File: src/rtl/ccff_chain_loader.sv
// ccff_chain_loader: streams bitstream words, LSB first, into a serial chain
// of configuration flip-flops. Counts the ones returned on ccff_tail while
// shifting.
module ccff_chain_loader #(
  parameter int CHAIN_LEN = 48,
  parameter int WORD_W    = 8,
  localparam int CNT_W    = $clog2(CHAIN_LEN + 1)
) (
  input  logic              prog_clk,
  input  logic              pReset,
  input  logic              start,
  input  logic              abort,
  input  logic [WORD_W-1:0] in_data,
  input  logic              in_valid,
  output logic              in_ready,
  input  logic              ccff_tail,
  output logic              ccff_head,
  output logic              config_enable,
  output logic              busy,
  output logic              done,
  output logic              aborted,
  output logic [CNT_W-1:0]  tail_ones
);

  // Width of the bit index within one word. A one-bit word still gets a
  // one-bit index so the arithmetic below stays uniform.
  localparam int BIT_W = (WORD_W > 1) ? $clog2(WORD_W) : 1;

  localparam logic [BIT_W-1:0] LAST_WBIT      = BIT_W'(WORD_W - 1);
  localparam logic [CNT_W-1:0] LAST_CHAIN_BIT = CNT_W'(CHAIN_LEN - 1);
  localparam logic [CNT_W-1:0] CHAIN_MAX      = CNT_W'(CHAIN_LEN);
  localparam logic [CNT_W-1:0] CNT_ONE        = CNT_W'(1);
  localparam logic [BIT_W-1:0] WBIT_ONE       = BIT_W'(1);

  typedef enum logic [1:0] {
    IDLE  = 2'd0,
    LOAD  = 2'd1,
    SHIFT = 2'd2,
    DONE  = 2'd3
  } state_t;

  state_t             state_q, state_d;
  logic [WORD_W-1:0]  sreg_q, sreg_d;        // remaining bits of the current word
  logic [CNT_W-1:0]   bit_cnt_q, bit_cnt_d;  // bits shifted into the chain so far
  logic [BIT_W-1:0]   wbit_q, wbit_d;        // index of the bit now on ccff_head
  logic [CNT_W-1:0]   tail_ones_q, tail_ones_d;
  logic               ccff_head_q, ccff_head_d;
  logic               config_enable_q, config_enable_d;
  logic               aborted_q, aborted_d;

  // Last bit of the current word: either the word is used up, or the chain
  // is full (the truncated final word when CHAIN_LEN is not a multiple of
  // WORD_W -- its upper bits are simply never driven).
  logic word_last;
  logic chain_last;

  assign chain_last = (bit_cnt_q == LAST_CHAIN_BIT);
  assign word_last  = (wbit_q == LAST_WBIT) || chain_last;

  // State register and all datapath flops; pReset clears everything at once
  // so config_enable drops in the same cycle the reset arrives.
  always_ff @(posedge prog_clk or posedge pReset) begin
    if (pReset) begin
      state_q         <= IDLE;
      sreg_q          <= '0;
      bit_cnt_q       <= '0;
      wbit_q          <= '0;
      tail_ones_q     <= '0;
      ccff_head_q     <= 1'b0;
      config_enable_q <= 1'b0;
      aborted_q       <= 1'b0;
    end else begin
      state_q         <= state_d;
      sreg_q          <= sreg_d;
      bit_cnt_q       <= bit_cnt_d;
      wbit_q          <= wbit_d;
      tail_ones_q     <= tail_ones_d;
      ccff_head_q     <= ccff_head_d;
      config_enable_q <= config_enable_d;
      aborted_q       <= aborted_d;
    end
  end

  // Next-state and next-output logic. ccff_head/config_enable are computed
  // one cycle ahead so that their registered values line up with the SHIFT
  // cycles: every cycle spent in SHIFT shows one valid bit with enable high.
  always_comb begin
    state_d         = state_q;
    sreg_d          = sreg_q;
    bit_cnt_d       = bit_cnt_q;
    wbit_d          = wbit_q;
    tail_ones_d     = tail_ones_q;
    ccff_head_d     = 1'b0;
    config_enable_d = 1'b0;
    aborted_d       = 1'b0;

    case (state_q)
      IDLE: begin
        if (start) begin
          bit_cnt_d   = '0;
          tail_ones_d = '0;
          wbit_d      = '0;
          state_d     = LOAD;
        end
      end

      LOAD: begin
        if (abort) begin
          // Abort wins over a word offered in the same cycle.
          aborted_d = 1'b1;
          state_d   = IDLE;
        end else if (in_valid) begin
          ccff_head_d     = in_data[0];
          config_enable_d = 1'b1;
          sreg_d          = in_data >> 1;
          wbit_d          = '0;
          state_d         = SHIFT;
        end
      end

      SHIFT: begin
        // The bit on ccff_head is clocked into the chain at the end of this
        // cycle, even if abort is raised now, so it is counted and the tail
        // sample taken in the same cycle is accumulated as well.
        if (bit_cnt_q != CHAIN_MAX) begin
          bit_cnt_d = bit_cnt_q + CNT_ONE;
        end
        if (ccff_tail && (tail_ones_q != CHAIN_MAX)) begin
          tail_ones_d = tail_ones_q + CNT_ONE;
        end

        if (abort) begin
          aborted_d = 1'b1;
          state_d   = IDLE;
        end else if (word_last) begin
          // Drop enable for at least one bubble cycle before the next word.
          state_d = chain_last ? DONE : LOAD;
        end else begin
          ccff_head_d     = sreg_q[0];
          config_enable_d = 1'b1;
          sreg_d          = sreg_q >> 1;
          wbit_d          = wbit_q + WBIT_ONE;
        end
      end

      DONE: begin
        state_d = IDLE;
      end

      default: begin
        state_d = IDLE;
      end
    endcase
  end

  assign in_ready      = (state_q == LOAD);
  assign busy          = (state_q != IDLE);
  assign done          = (state_q == DONE);
  assign aborted       = aborted_q;
  assign ccff_head     = ccff_head_q;
  assign config_enable = config_enable_q;
  assign tail_ones     = tail_ones_q;

endmodule

File: config.mk
export PLATFORM = sky130hd
export DESIGN_NAME = ccff_chain_loader
export DESIGN_NICKNAME = d
export VERILOG_FILES = /design/src/rtl/ccff_chain_loader.sv
export SDC_FILE = /design/constraint.sdc
export NUM_CORES = 1
export LEC_CHECK = 0
export CAP_MARGIN = 0
export CORE_MARGIN = 1.5
export CORE_UTILIZATION = 35
export CTS_BUF_LIST = sky130_fd_sc_hd__clkbuf_16
export CTS_CLUSTER_SIZE = 14
export DETAILED_ROUTE_END_ITERATION = 12
export MAX_ROUTING_LAYER = met4
export PLACE_DENSITY = 0.55
export SYNTH_ARGS = -nofsm -noshare
export SYNTH_HDL_FRONTEND = slang
export SYNTH_SLANG_ARGS = --single-unit
File: constraint.sdc
create_clock -name prog_clk -period 2.7 [get_ports prog_clk]
set_input_delay 0.54 -clock prog_clk [delete_from_list [all_inputs] [get_ports prog_clk]]
set_output_delay 0.54 -clock prog_clk [all_outputs]
set_load 0.1 [all_outputs]
== Word-level counts from Yosys, hierarchy flattened ==
Cells that the tools add are included.
Word-level totals
  register bits after elaboration: 28
  logic and storage cells: 75
  input port bits: 14
  output and inout port bits: 12
Cells by class
  reductions and logical operators: 13
  $add $sub $neg: 3
  equality and inequality tests: 16
  mux-type cells: 35
Operators with widths (count)
  $mux 8: 4
  $pmux 6 s2: 2
  $mux 6: 3
  $pmux 8 s2: 1
  $mux 3: 5
  $ne 2x2->1 const B: 7
  $add 6x1->6 const B: 2
  $mux 2: 6
  $ne 6x6->1 const B: 2
  $mux 1: 10
  $pmux 3 s3: 1
  $reduce_and 3->1: 3
  $pmux 2 s4: 1
  $eq 6x6->1 const B: 1
  $ne 3x3->1 const B: 2
  $reduce_and 6->1: 1
  $reduce_bool 2->1: 3
  $reduce_and 5->1: 1
  $eq 2x2->1 const B: 2
  $pmux 1 s2: 2
  $add 3x1->3 const B: 1
  $eq 3x3->1 const B: 1
  $reduce_bool 3->1: 1
  $eq 2x1->1 const B: 1
  4 further kinds: 4

== Logic depth before layout (Yosys ltp) ==
Gate-level depths: netlist (run 1).
  depth in word-level cells: 5
  gate-level depth with buffers: 8
  mapped depth without buffers: 6

== Worst setup path before layout (run 1) ==
Ideal clock, no wire load.
  path kind: register -> register
  from: reg state_q[1]
  to: reg sreg_q[6]
  required time: 2.564 ns
  cell stages (with the launch flop): 8
  setup time: 0.136 ns
  slack: 0.226 ns
  clock period less this slack: 2.474 ns
  path buffers: 1
  arrival time: 2.338 ns
  cell sequence: dfrtp_1 -> inv_1 -> ha_1 -> mux2i_1 -> or2_2 -> clkbuf_1 -> a21oi_1 -> o32ai_1
On the way
  word-level cells in the longest chain between the ends: 3
  elaborated cells on any way between the ends: 9
  those cells by class: 6 x eq/ne; 1 x mux; 2 x reduce/logical
RTL lines
  from (decl): RTL line 42  | state_t state_q, state_d;
  from (signal assigned): RTL line 73  | state_q <= state_d;
  $eq 2x1->1 (*)
  via in_ready: RTL line 15  | output logic in_ready,
  $ne 2x2->1 (no line) or $reduce_bool 2->1 (tied branches)
  $reduce_and 5->1 (no line)
  to (signal assigned): RTL line 74  | sreg_q <= sreg_d;
  to (decl): RTL line 43  | logic [WORD_W-1:0] sreg_q, sreg_d;
The timed path passes the listed nets; every way through them passes the cells marked *.
A chain may end at the register's enable or synchronous reset.

== Final worst setup path (run 1) ==
  from: reg state_q[0]
  to: reg tail_ones_q[4] (netlist: tail_ones[4])
On the way
  word-level cells in the longest chain between the ends: 3
  elaborated cells on any way between the ends: 7
  those cells by class: 3 x eq/ne; 1 x mux; 3 x reduce/logical
RTL lines
  $eq 2x2->1 or $logic_not 2->1 (tied branches): RTL line 97  | case (state_q)
  $ne 2x2->1 (no line) or $reduce_bool 2->1 (tied branches)
  $reduce_and 3->1 (no line)
  to (signal assigned): RTL line 77  | tail_ones_q <= tail_ones_d;
  to (decl): RTL line 46  | logic [CNT_W-1:0] tail_ones_q, tail_ones_d;
Several ways; a longest one is shown, not always the timed one.

==> results.md, run 1 <==
* Via-to-Cell Ratio at 5.44
* First-pass DRT Iterations at 4
* Post-cts sizing count at 0
* Ys flop type: dfrtp_1
* Crit Reg-Reg Endpoint: tail_ones[4]
* Total power draw at 1700 uW
* Worst R2R Setup Slack at 0.38 ns
* H-tree Lvls at 1
* All-Layer GR Usage at 15.1%
* Reg-to-reg startpoint: state_q[0]
* CP Launch Type: flop
* Total global routing overflow at 0
* Initial antenna violation count at 0
* Hpwl dp at 2.49 mm
* Antenna-violating nets left at 0
* Worst Hold Class: reg -> reg
* Max IR drop VDD at 370 uV
* Setup TNS at 0 ns
* Most frequent cell after synthesis: dfrtp_1
* Pleak at 0.000877 uW
* Core ar. at 0.00438 sq mm
* First-pass GRT wire length at 6.07 mm
* WL per Instance at 13.3 microns
* Register Area at 676 sq um
* Most frequent cells after synthesis: 27 x dfrtp_1, 23 x nand2_1, 13 x inv_1, 12 x nand3_1, 12 x o21ai_0
* Distinct cells, synth at 41
* Area growth, synth to finish at 21.4%
* CTS Buffer Depth at 2
* Clock transition at path regs at 0.07 ns
* Final period util at 86.0%
* Die H at 70.9 microns
* Initial core utilization at 36.8%
* Crit-path cells: inv_1, ha_1, buf_4, mux2i_1, a221o_1, or2_1, o31ai_1
* Total of max-cap violations at 0
* Sequential area share after synthesis at 41.9%
* Slew margin rel. at 67.4%
* RSZ-0062 raised after global routing: no
* Share of the synthesized area in the top cell type at 41.9%
* Worst Skew at 0.00402 ns
* Antenna diode count at 0
* FMAX at 0.431 GHz
* Setup Fix Bufs, Post-CTS at 0
* Mapped Cells at 178
* Total number of vias at 1376
* Min-Delay Endpoint: sreg_q[4]
* #FFs+latches synth at 27
* Largest cells by area after synthesis: dfrtp_1 42%, ha_1 8.5%, nand2_1 5.3%
* Number of I/O pins at 26
* Crit path max fanout at 37
* Syn Area/Cell at 9.07 sq um
* Ys async rst share at 100%
* Largest net degree at the start of global routing at 38
* Root buf cell: clkbuf_16
* # nets final at 227
* Least-Margin Pin Slew at 0.489 ns
* Hold path start: sreg_q[4]
* Critical path class: reg -> reg
* Starting DRC count in detailed routing at 76
* Share of layout cells above drive strength 1 at 12.4%
* Final Hold Fails at 0
* Std-Cell Rows at 24
* Worst reg2reg path depth at 7
* Status: completed
* Worst skew pair latency at 0.26 ns
* Fill count at 434
* Worst EP arrival at 2.47 ns
* CP endpoint kind: flop
* Max Slew Vio Count at 0
* Multi-input gate area at 856 sq um
* Post-synth EDFFs at 0
* Worst path slowest cell: a221o_1
* Final wirelength at 3.38 mm
* Worst path required time at 2.85 ns
* Hold-fix buffers, CTS at 0
* Ratio of total power to cell area at 866 mW/mm^2
* Post-Route Utilization at 44.7%
* Gpl congestion at 0.816
* Tmin final at 2.32 ns
* CTS sink count at 27
* Final setup fails at 0
* Final hold slack at 0.500 ns
* Die W at 70.9 microns
* WHS Path Cells at 1
* Ys Warns at 0
* # DRC at 0
* Vias in the first global route at 1371
* TritonCTS Buffers at 3
* TritonCTS clock tree: done
* Synthesized net count at 203
* Die area at 0.00503 sq mm
* Port-buffer cells at 25
* Cell taking the most area after synthesis: dfrtp_1
* Synth Cell Area at 0.00161 sq mm
* Slowest cell delay on critical path at 0.43 ns
-- placed cells by master (no fill, tap or decap), drive strengths merged, types with 3 or more instances in the layout --
cell type       n
nand3          12
o21ai          12
a32oi           4
nor3            4
clkbuf          3
nand2b          4
o211ai          3
and2            3
dfrtp          27
nor3b           3
inv            14
clkdlybuf4s50  13
a21oi           3
nand2          23
a31oi           5
nor2            6
nand4           4
or2             4
ha             11
buf            14
o31ai           3
-- per-stage QoR --
| stage | instance area (sq um) | std cells | worst slack [ns] |
|---|---|---|---|
| final | 1960 | 253 | 0.379 |
| after global routing | 1960 | 253 | 0.168 |
| after CTS | 1960 | 253 | 0.378 |
| after detailed placement | 1880 | 249 | 0.376 |
| after global placement | 1880 | 249 | 0.457 |
| after floorplan | 1610 | 178 | 0.226 |
-- critical path, delay by kind of cell, from the launching register on --
kind	cells	cell delay, ns
AOI/OAI and AO/OA	2	0.69
buffers and inverters	2	0.44
DFF	1	0.42
and+or+nand+nor	1	0.28
muxes	1	0.24
adders and majority gates	1	0.15
-- per-layer routing --
metal / global-route usage, % / wire length, microns
met5: - / 0
met4: 3.98 / 29
met3: 3.70 / 121
met2: 23.9 / 1600
met1: 19.5 / 1630
-- registers in the layout, summed over array words and instances (netlist names) --
name	flops
tail_ones	6
wbit_q	3
bit_cnt_q	6
state_q	2
aborted	1
ccff_head	1
config_enable	1
sreg_q	7
-- area by class of cell --
| type | count | area share (%) |
|---|---|---|
| clock buffers | 3 | 3.83 |
| clock inverters | 1 | 0.192 |
| inverters | 13 | 2.49 |
| multi-input cells | 130 | 43.7 |
| flip-flops and latches | 27 | 34.5 |
| well taps | 52 | 3.32 |
| repair buffers | 27 | 12.0 |
-- worst max-delay path by stage --
stage	start	depth (start not counted)	endpoint	slack, ns
6_report	state_q[0]	7	tail_ones[4]	0.38
5_1_grt	state_q[0]	7	tail_ones[4]	0.17
3_3_place_gp	start	5	tail_ones[4]	0.46
4_1_cts	state_q[0]	7	tail_ones[4]	0.38
3_5_place_dp	start	5	tail_ones[4]	0.38
2_1_floorplan	state_q[1]	7	sreg_q[6]	0.23
-- kinds of logic (layout without fill, tap and decap cells) --
logic type	Yosys count	count (layout)	synth area share, %
AOI/OAI and AO/OA	42	42	17.9
buffers and inverters	21	44	5.12
adders and majority gates	11	11	8.53
and+or+nand+nor	73	73	24.0
muxes	4	4	2.64
DFF	27	27	41.9
-- where the power goes --
group,switching (uW),internal [uW],leakage (uW)
Clock,129,198,0.0000423
Sequential,71.2,497,0.000359
Combinational,556,245,0.000475
Total,757,939,0.000877
Note: power is estimated with default switching activity, not from simulation.
==> inputs of run 2 (changes only) <==
--- a/config.mk
+++ b/config.mk
@@ -6,7 +6,7 @@
 export NUM_CORES = 1
 export LEC_CHECK = 0
 export CAP_MARGIN = 0
-export CORE_MARGIN = 1.5
+export CORE_MARGIN = 4
 export CORE_UTILIZATION = 35
 export CTS_BUF_LIST = sky130_fd_sc_hd__clkbuf_16
 export CTS_CLUSTER_SIZE = 14
==> run 2 against run 1 <==
Global-route usage shrank 1.3 points. Via count up 1.8%. Fmax increased by 4.2%. Critical path type unchanged.
==> results.md, run 2 (synthesized netlist as in run 1, its figures left out) <==
* Total of max-cap violations at 0
* Crit-path leading delay family: compound AO/OA/AOI/OAI gates
* Worst EP arrival at 2.39 ns
* Hpwl dp at 2.71 mm
* Max IR drop VDD at 363 uV
* Worst path slowest cell: a221o_1
* Worst Skew at 0.00744 ns
* First-pass DRT Iterations at 4
* Status: completed
* Die W at 75.9 microns
* Port-buffer cells at 25
* Ratio of total power to cell area at 877 mW/mm^2
* Total number of vias at 1401
* Die area at 0.00576 sq mm
* Worst skew pair latency at 0.27 ns
* Top reg by flops: sreg_q
* Slew margin rel. at 67.1%
* FMAX at 0.449 GHz
* First-pass GRT wire length at 6.72 mm
* Worst R2R Setup Slack at 0.47 ns
* Final setup fails at 0
* Final wirelength at 3.61 mm
* Antenna diode count at 0
* Tmin final at 2.23 ns
* Gpl congestion at 0.802
* TritonCTS clock tree: done
* Share of layout cells above drive strength 1 at 13.8%
* Area growth, synth to finish at 22.4%
* Die H at 75.9 microns
* Commonest non-fill, non-tap cells in the layout: 27 x dfrtp_1, 23 x nand2_1, 16 x buf_4
* Number of I/O pins at 26
* Least-Margin Pin Slew at 0.489 ns
* Hold-fix buffers, CTS at 0
* Stages on worst setup path at 6
* Total global routing overflow at 0
* Inst Count DP at 251
* All-Layer GR Usage at 13.8%
* CTS Buffer Depth at 2
* Initial core utilization at 36.6%
* Max Slew Vio Count at 0
* Layout Cells excl Fill at 255
* CP Launch Type: flop
* Slowest cell delay on critical path at 0.43 ns
* CP endpoint kind: flop
* Setup Fix Bufs, Post-CTS at 0
* Initial antenna violation count at 0
* Via-to-Cell Ratio at 5.49
* Largest register FFs at 7
* Final period util at 82.5%
* TritonCTS Buffers at 3
* Worst Hold Class: reg -> reg
* Final Hold Fails at 0
* Starting DRC count in detailed routing at 87
* Post-cts sizing count at 0
* # nets final at 229
* Worst path required time at 2.86 ns
* CTS sink count at 27
* Largest net degree at the start of global routing at 28
* Worst reg2reg path depth at 6
* Crit-path cells: inv_1, ha_1, mux2i_1, a221o_1, or2_1, o31ai_1
* Critical path class: reg -> reg
* Std-Cell Rows at 24
* WP buf/inv at 1
* Root buf cell: clkbuf_16
* Pleak at 0.000886 uW
* Crit path max fanout at 11
* Setup TNS at 0 ns
* H-tree Lvls at 1
* Antenna-violating nets left at 0
* WL per Instance at 14.1 microns
* # DRC at 0
* Most common cell after layout, fill and taps aside: dfrtp_1
* WHS Path Cells at 1
* RSZ-0062 raised after global routing: no
* Clock transition at path regs at 0.07 ns
* Core ar. at 0.00441 sq mm
* Vias in the first global route at 1475
## run 2: power by group
| part | switching, uW | internal [uW] | leakage, uW |
|---|---|---|---|
| Clock | 147 | 200 | 0.0000409 |
| Sequential | 69.9 | 496 | 0.000359 |
| Combinational | 566 | 252 | 0.000486 |
| Total | 783 | 949 | 0.000886 |
## run 2: path summary, 6_finish.rpt
kind                       startpoint            to
max                        state_q[0]  tail_ones[4]
min                         sreg_q[4]     sreg_q[4]
max reg2reg                state_q[0]  tail_ones[4]
min reg2reg                 sreg_q[4]     sreg_q[4]
max in group asynchronous      pReset  bit_cnt_q[0]
min in group asynchronous      pReset     sreg_q[4]
## run 2: final cells by class
class / instances / area, sq um
clock buffer: 3 / 75.1
clock inverter: 1 / 5.00
fill: 433 / 2440
inverter: 13 / 48.8
multi-input combinational: 130 / 856
sequential: 27 / 676
tap: 52 / 65.1
timing repair buffer: 29 / 250
## run 2: per-stage QoR
| step | total power, uW | setup WS (ns) | util (%) | instance area [sq um] | hold WS, ns |
|---|---|---|---|---|---|
| floorplan | 1210 | 0.226 | - | 1610 | 0.460 |
| global placement | 1390 | 0.460 | 42.9 | 1900 | 0.481 |
| detailed placement | 1400 | 0.365 | 42.9 | 1900 | 0.481 |
| CTS | 1750 | 0.434 | 44.8 | 1980 | 0.499 |
| global route | 1850 | 0.269 | 44.8 | 1980 | 0.526 |
| finish | 1730 | 0.472 | 44.8 | 1980 | 0.499 |
## run 2: layer usage
layer | track usage, % | routed length, microns | up-vias
met5 | - | 0 | -
met3 | 2.01 | 94 | 4
met2 | 22.3 | 1750 | 21
met1 | 18.3 | 1740 | 680
met4 | 3.20 | 25 | 0
li1 | - | - | 696
